$ cat src/rtl/fan_pkg.sv
// Shared definitions for the multi-channel fan controller: channel states,
// automatic duty levels and the temperature thresholds behind them.
package fan_pkg;

  typedef enum logic [1:0] {
    ST_IDLE   = 2'd0,
    ST_SPINUP = 2'd1,
    ST_RUN    = 2'd2,
    ST_STALL  = 2'd3
  } fan_state_t;

  localparam logic [6:0] DUTY_20  = 7'd20;
  localparam logic [6:0] DUTY_40  = 7'd40;
  localparam logic [6:0] DUTY_60  = 7'd60;
  localparam logic [6:0] DUTY_80  = 7'd80;
  localparam logic [6:0] DUTY_100 = 7'd100;

  localparam logic [8:0] OFS_100 = 9'd16;
  localparam logic [8:0] OFS_80  = 9'd12;
  localparam logic [8:0] OFS_60  = 9'd8;
  localparam logic [8:0] OFS_40  = 9'd4;

  localparam logic [8:0] ABS_100 = 9'd72;
  localparam logic [8:0] ABS_80  = 9'd66;
  localparam logic [8:0] ABS_60  = 9'd60;
  localparam logic [8:0] ABS_40  = 9'd54;

  // Sums are widened to 9 bits so a hot inlet cannot wrap the offset compare.
  function automatic logic [6:0] auto_duty(input logic [7:0] in_t, input logic [7:0] out_t);
    logic [8:0] in9;
    logic [8:0] out9;
    in9  = {1'b0, in_t};
    out9 = {1'b0, out_t};
    if ((out9 > in9 + OFS_100) || (out9 > ABS_100)) begin
      auto_duty = DUTY_100;
    end else if ((out9 > in9 + OFS_80) || (out9 > ABS_80)) begin
      auto_duty = DUTY_80;
    end else if ((out9 > in9 + OFS_60) || (out9 > ABS_60)) begin
      auto_duty = DUTY_60;
    end else if ((out9 > in9 + OFS_40) || (out9 > ABS_40)) begin
      auto_duty = DUTY_40;
    end else begin
      auto_duty = DUTY_20;
    end
  endfunction

endpackage

$ cat src/rtl/fan_tach_mon.sv
// Per-fan tach monitor: input synchroniser, windowed rising-edge counter and
// the IDLE/SPINUP/RUN/STALL health state machine.
module fan_tach_mon
  import fan_pkg::*;
#(
  parameter int STALL_MIN = 1
) (
  input  logic        clk,
  input  logic        rst,
  input  logic        tach,
  input  logic        win_end,
  input  logic        duty_zero,
  output logic [15:0] rpm_cnt,
  output logic        stall
);

  logic        sync1_r;
  logic        sync2_r;
  logic        tach_d_r;
  logic        rise_s;
  logic        low_cnt_s;
  logic [15:0] edge_cnt_r;
  logic [15:0] rpm_cnt_r;
  fan_state_t  state_r;
  logic        sp_seen_r;
  logic        stall_r;

  assign rise_s    = sync2_r & ~tach_d_r;
  assign low_cnt_s = (edge_cnt_r < 16'(STALL_MIN));
  assign rpm_cnt   = rpm_cnt_r;
  assign stall     = stall_r;

  // Synchronise tach and count rising edges; an edge on the window-end cycle opens the next window.
  always_ff @(posedge clk) begin
    if (rst) begin
      sync1_r    <= 1'b0;
      sync2_r    <= 1'b0;
      tach_d_r   <= 1'b0;
      edge_cnt_r <= 16'd0;
      rpm_cnt_r  <= 16'd0;
    end else begin
      sync1_r  <= tach;
      sync2_r  <= sync1_r;
      tach_d_r <= sync2_r;
      if (win_end) begin
        rpm_cnt_r  <= edge_cnt_r;
        edge_cnt_r <= rise_s ? 16'd1 : 16'd0;
      end else if (rise_s && (edge_cnt_r != 16'hFFFF)) begin
        edge_cnt_r <= edge_cnt_r + 16'd1;
      end else begin
        edge_cnt_r <= edge_cnt_r;
      end
    end
  end

  // Health FSM; SPINUP waits for a second window end so the fan gets one full grace window.
  always_ff @(posedge clk) begin
    if (rst) begin
      state_r   <= ST_IDLE;
      sp_seen_r <= 1'b0;
      stall_r   <= 1'b0;
    end else if (duty_zero) begin
      state_r   <= ST_IDLE;
      sp_seen_r <= 1'b0;
      stall_r   <= 1'b0;
    end else begin
      case (state_r)
        ST_IDLE: begin
          state_r   <= ST_SPINUP;
          sp_seen_r <= 1'b0;
          stall_r   <= 1'b0;
        end
        ST_SPINUP: begin
          if (win_end) begin
            if (sp_seen_r) begin
              state_r <= ST_RUN;
            end else begin
              sp_seen_r <= 1'b1;
            end
          end
        end
        ST_RUN: begin
          if (win_end && low_cnt_s) begin
            state_r <= ST_STALL;
            stall_r <= 1'b1;
          end
        end
        ST_STALL: begin
          if (win_end && !low_cnt_s) begin
            state_r <= ST_RUN;
            stall_r <= 1'b0;
          end
        end
        default: begin
          state_r   <= ST_IDLE;
          sp_seen_r <= 1'b0;
          stall_r   <= 1'b0;
        end
      endcase
    end
  end

endmodule

$ cat src/rtl/multi_fan_ctrl.sv
// Multi-channel fan controller: shared PWM period, tach window and duty ramp,
// with per-channel PWM generation and tach health monitoring.
module multi_fan_ctrl
  import fan_pkg::*;
#(
  parameter int SYS_FREQ     = 100_000_000,
  parameter int PWM_FREQ     = 20_000,
  parameter int N_FAN        = 4,
  parameter int RAMP_STEP    = 1,
  parameter int START_DUTY   = 20,
  parameter int TACH_WIN_CYC = SYS_FREQ,
  parameter int STALL_MIN    = 1
) (
  input  logic                 clk,
  input  logic                 rst,
  input  logic [7:0]           min_in_temp,
  input  logic [7:0]           max_out_temp,
  input  logic                 manual,
  input  logic [6:0]           manual_duty,
  input  logic [N_FAN-1:0]     tach,
  output logic [N_FAN-1:0]     pwm,
  output logic [16*N_FAN-1:0]  rpm_cnt,
  output logic [N_FAN-1:0]     stall,
  output logic                 alarm
);

  localparam int PERIOD = SYS_FREQ / PWM_FREQ;
  localparam int PW     = (PERIOD > 1) ? $clog2(PERIOD) : 1;
  localparam int CW     = $clog2(PERIOD + 1);
  localparam int WW     = (TACH_WIN_CYC > 1) ? $clog2(TACH_WIN_CYC) : 1;
  localparam logic [6:0] STEP = 7'(RAMP_STEP);

  logic [PW-1:0]    per_cnt_r;
  logic [WW-1:0]    win_cnt_r;
  logic             per_end_s;
  logic             win_end_s;
  logic [6:0]       cur_duty_r;
  logic [6:0]       target_s;
  logic [6:0]       next_duty_s;
  logic             duty_zero_s;
  logic [CW-1:0]    high_cnt_r [N_FAN];
  logic [N_FAN-1:0] pwm_r;
  logic [N_FAN-1:0] stall_s;
  logic             alarm_r;

  function automatic logic [CW-1:0] duty_to_high(input logic [6:0] d);
    logic [31:0] prod;
    prod = 32'(d) * 32'(PERIOD);
    return CW'(prod / 32'd100);
  endfunction

  assign per_end_s   = (per_cnt_r == PW'(PERIOD - 1));
  assign win_end_s   = (win_cnt_r == WW'(TACH_WIN_CYC - 1));
  assign duty_zero_s = (cur_duty_r == 7'd0);
  assign pwm         = pwm_r;
  assign stall       = stall_s;
  assign alarm       = alarm_r;

  // Target selection and one ramp step toward it.
  always_comb begin
    target_s    = manual ? ((manual_duty > 7'd100) ? 7'd100 : manual_duty)
                         : auto_duty(min_in_temp, max_out_temp);
    next_duty_s = cur_duty_r;
    if (target_s > cur_duty_r) begin
      if ((target_s - cur_duty_r) > STEP) begin
        next_duty_s = cur_duty_r + STEP;
      end else begin
        next_duty_s = target_s;
      end
    end else if (target_s < cur_duty_r) begin
      if ((cur_duty_r - target_s) > STEP) begin
        next_duty_s = cur_duty_r - STEP;
      end else begin
        next_duty_s = target_s;
      end
    end else begin
      next_duty_s = cur_duty_r;
    end
  end

  // Shared period/window counters and the duty register, which moves only at period end.
  always_ff @(posedge clk) begin
    if (rst) begin
      per_cnt_r  <= '0;
      win_cnt_r  <= '0;
      cur_duty_r <= 7'(START_DUTY);
      alarm_r    <= 1'b0;
    end else begin
      per_cnt_r  <= per_end_s ? '0 : per_cnt_r + PW'(1);
      win_cnt_r  <= win_end_s ? '0 : win_cnt_r + WW'(1);
      cur_duty_r <= per_end_s ? next_duty_s : cur_duty_r;
      alarm_r    <= |stall_s;
    end
  end

  // Per-channel high time is latched at period end so a new duty never cuts a pulse short.
  always_ff @(posedge clk) begin
    for (int i = 0; i < N_FAN; i++) begin
      if (rst) begin
        high_cnt_r[i] <= '0;
        pwm_r[i]      <= 1'b0;
      end else begin
        if (per_end_s) begin
          high_cnt_r[i] <= duty_to_high(stall_s[i] ? 7'd100 : next_duty_s);
        end
        pwm_r[i] <= (CW'(per_cnt_r) < high_cnt_r[i]);
      end
    end
  end

  for (genvar g = 0; g < N_FAN; g++) begin : g_fan
    fan_tach_mon #(
      .STALL_MIN (STALL_MIN)
    ) u_mon (
      .clk       (clk),
      .rst       (rst),
      .tach      (tach[g]),
      .win_end   (win_end_s),
      .duty_zero (duty_zero_s),
      .rpm_cnt   (rpm_cnt[16*g +: 16]),
      .stall     (stall_s[g])
    );
  end

endmodule
$ cat config.mk
export PLATFORM = sky130hd
export DESIGN_NAME = multi_fan_ctrl
export DESIGN_NICKNAME = d
export VERILOG_FILES = /design/src/rtl/fan_pkg.sv /design/src/rtl/fan_tach_mon.sv /design/src/rtl/multi_fan_ctrl.sv
export SDC_FILE = /design/constraint.sdc
export NUM_CORES = 1
export LEC_CHECK = 0
export ABC_AREA = 1
export CORE_MARGIN = 2
export CORE_UTILIZATION = 65
export DETAILED_ROUTE_END_ITERATION = 16
export DONT_BUFFER_PORTS = 1
export GPL_TIMING_DRIVEN = 0
export PLACE_DENSITY_LB_ADDON = 0.2
export SLEW_MARGIN = 20
export SYNTH_ARGS = -nofsm -noshare
export SYNTH_HDL_FRONTEND = slang
export SYNTH_SLANG_ARGS = --single-unit
$ cat constraint.sdc
create_clock -name clk -period 44.7 [get_ports clk]
set_input_delay 8.94 -clock clk [delete_from_list [all_inputs] [get_ports clk]]
set_output_delay 8.94 -clock clk [all_outputs]
set_load 0.01 [all_outputs]
==> reports/metrics.csv, run 1 <==
metric;value;unit
arrival;25.99;ns
max-cap-violations;0;
status;completed;
clock_sinks;260;
finalNetCount;5619;
postSynthCellCount;5243;
async_reset_ff_share;0;%
instances_no_fill;5977;
core_area;0.0511;sq mm
post_cts_buffers;0;
die_w;231;um
floorplan.die_area;0.0532;sq mm
synth_edf_count;52;
gp_congestion;0.965;
wire_per_inst;14.1;um
critPathLaunchType;input port;
grt_pass1_vias;30000;
ys_top_cells_by_area;nand2_1, dfxtp_1, ha_1;
grt_max_degree;58;
hpwl;68000;um
post-synth-top-count-cell;nand2_1;
cts_tree;built;
ys.flop_type;dfxtp_1;
slowest_stage;o21ai_1;
drt_iter0_drc;2169;
netlist_top_cells_count;nand2_1, inv_1, nand3_1, nor2_1, ha_1;
hold_viol;0;
seq_area_frac_synth;17.1;%
die_y;231;um
rsz0062_at_grt;false;
timing.final.ws_setup;18.99;ns
final_core_util;69.0;%
root_buffer;clkbuf_16;
cts_hold_buffers;0;
vias;33200;
start_util;65.4;%
ioPinCount;103;
grt_overflow;0;
yosysTopAreaCellShare;14.8;%
final_max_slew_viol_count;0;
dpl.cell_count;5925;
critPathRequiredTime;44.99;ns
antenna_cells;0;
slew_headroom;25.4;%
tns;0;ns
syn_area_per_cell;6.37;sq um
antenna_found_initial;1;
synthesis.nets;5587;
cts_resized;0;
period_minus_slack;25.71;ns
cts_max_path_buffers;3;
drc;0;
yosys.area.top_type;nand2_1;
io_buffers;0;
postRouteAntennaNets;0;
via_per_inst;5.56;
tightest_slew;1.09;ns
numCtsBuffers;28;
ys_seq_elements;260;
post-place-ws;18.55;ns
cpPeakStageDelay;0.78;ns
critPathKind;in -> reg;
clock_skew;0.0153;ns
std_cell_rows;83;
max_freq;0.0389;GHz
clock_latency;0.56;ns
areaGrowthSynthToFinish;5.45;%
crit_path_max_fanout;10;
netlist_area;0.0334;sq mm
grt_use_total;30.7;%
htreeDepth;1;
wirelength;84300;um
critPathMostFrequentCell;nand2_1;
drive_above_1_share;14.3;%
setup_viol_count_final;0;
path_clk_slew;0.06;ns
first_pass_iters;8;
end_kind;register;
synth_cell_types;83;
grt_pass1_wl;139000;um
yosys_warnings;0;
hold_path.class;reg -> reg;
fin_crit_sh;57.5;%
-- metal layers --
metal | share of wire [%] | vias up | track usage, % | wire length [um]
li1 | - | 17100 | - | -
met1 | 46 | 15100 | 41.5 | 38400
met2 | 46 | 879 | 52.3 | 38700
met3 | 6.0 | 134 | 3.14 | 5020
met4 | 2.5 | 0 | 8.04 | 2080
met5 | 0 | - | 0 | 0
-- flip-flops by register name (all words and copies together) (netlist names), 7 cells and up --
name                    cells
cur_duty_r                  7
g_fan.u_mon.edge_cnt_r     64
g_fan.u_mon.rpm_cnt        64
g_fan.u_mon.state_r         8
high_cnt_r                 52
per_cnt_r                  13
win_cnt_r                  27
-- worst paths after layout --
path                                          start                                end  slack [ns]  cells after the start
setup / recovery                     min_in_temp[2]     high_cnt_r[2][0]$_SDFFCE_PN0P_       18.99                    121
hold / removal    g_fan[0].u_mon.sync1_r$_SDFF_PP0_  g_fan[0].u_mon.sync2_r$_SDFF_PP0_        0.40                      2
setup reg to reg         cur_duty_r[0]$_SDFFE_PP0P_     high_cnt_r[2][0]$_SDFFCE_PN0P_       28.56                    102
hold reg to reg   g_fan[0].u_mon.sync1_r$_SDFF_PP0_  g_fan[0].u_mon.sync2_r$_SDFF_PP0_        0.40                      2
-- worst max-delay path: cells and delay by family --
kind / cells / cell delay (ns)
fa+ha+maj: 10 / 3.24
compound gates: 11 / 2.32
simple gates: 84 / 9.90
buf+inv: 16 / 1.53
-- layout by cell type, fill, tap and decap left out, types with 13 or more instances in the layout --
master / synthesis / final
nand2_2: 233 / 233
clkbuf_16: 0 / 28
a21oi_1: 255 / 255
nand3b_1: 27 / 27
dfxtp_1: 208 / 208
a31oi_1: 20 / 20
o21ai_2: 16 / 16
buf_6: 15 / 15
clkbuf_1: 34 / 40
nand3_2: 58 / 58
inv_1: 742 / 742
xor2_1: 92 / 92
nand2_4: 77 / 77
edfxtp_1: 52 / 52
o21ai_0: 186 / 184
ha_1: 280 / 280
o211ai_1: 16 / 16
nor2_2: 71 / 71
nor4_1: 30 / 30
nor2_4: 43 / 43
a211oi_1: 18 / 18
inv_2: 88 / 88
fa_1: 34 / 34
nand4_1: 133 / 133
nand2_1: 1314 / 1314
clkinv_1: 16 / 16
nor3_1: 69 / 69
o21ai_1: 33 / 35
nand3_4: 13 / 13
nor2_1: 424 / 424
nand4_2: 21 / 21
nand3_1: 438 / 438
xnor2_1: 28 / 28
-- layout make-up --
type	instances	area [sq um]
Fill cell	4669	15900
Tap cell	680	851
Timing Repair Buffer	2	35.0
Clock inverter	12	129
Inverter	853	3220
Buffer	74	512
Sequential cell	260	5730
Multi-Input combinational cell	4056	24000
Clock buffer	40	796
-- cells by family (layout without fill, tap and decap cells) --
group,after synthesis,count (layout),synth area share (%)
fa+ha+maj,314,314,12.5
compound gates,625,625,10.8
simple gates,2989,2989,44.8
flops,260,260,17.1
buf+inv,927,981,11.1
xor+xnor,128,128,3.57
-- through the flow --
stage / area, sq um / hold slack [ns]
after floorplan: 33400 / 0.388
after global placement: 34300 / 0.392
after detailed placement: 34300 / 0.394
after CTS: 35200 / 0.406
after global routing: 35200 / 0.416
final: 35200 / 0.403
Power of run 1 is left out: the tool's default activity adds up to more than one toggle a clock period on the data nets, which glitch-free logic cannot reach.
==> run 2, diff against run 1 <==
==> constraint.sdc (replaced) <==
create_clock -name clk -period 24.4 [get_ports clk]
set_input_delay 4.88 -clock clk [delete_from_list [all_inputs] [get_ports clk]]
set_output_delay 4.88 -clock clk [all_outputs]
set_load 0.01 [all_outputs]
==> results of run 2 <==
The final DEF is identical to that of run 1. Status: completed.
Main changes from that run: setup slack after placement 18.55 ns -> 2.31 ns; setup slack after layout 18.99 ns -> 2.75 ns; register-to-register setup slack 28.56 ns -> 8.26 ns
Power of run 2 is left out for the same reason.
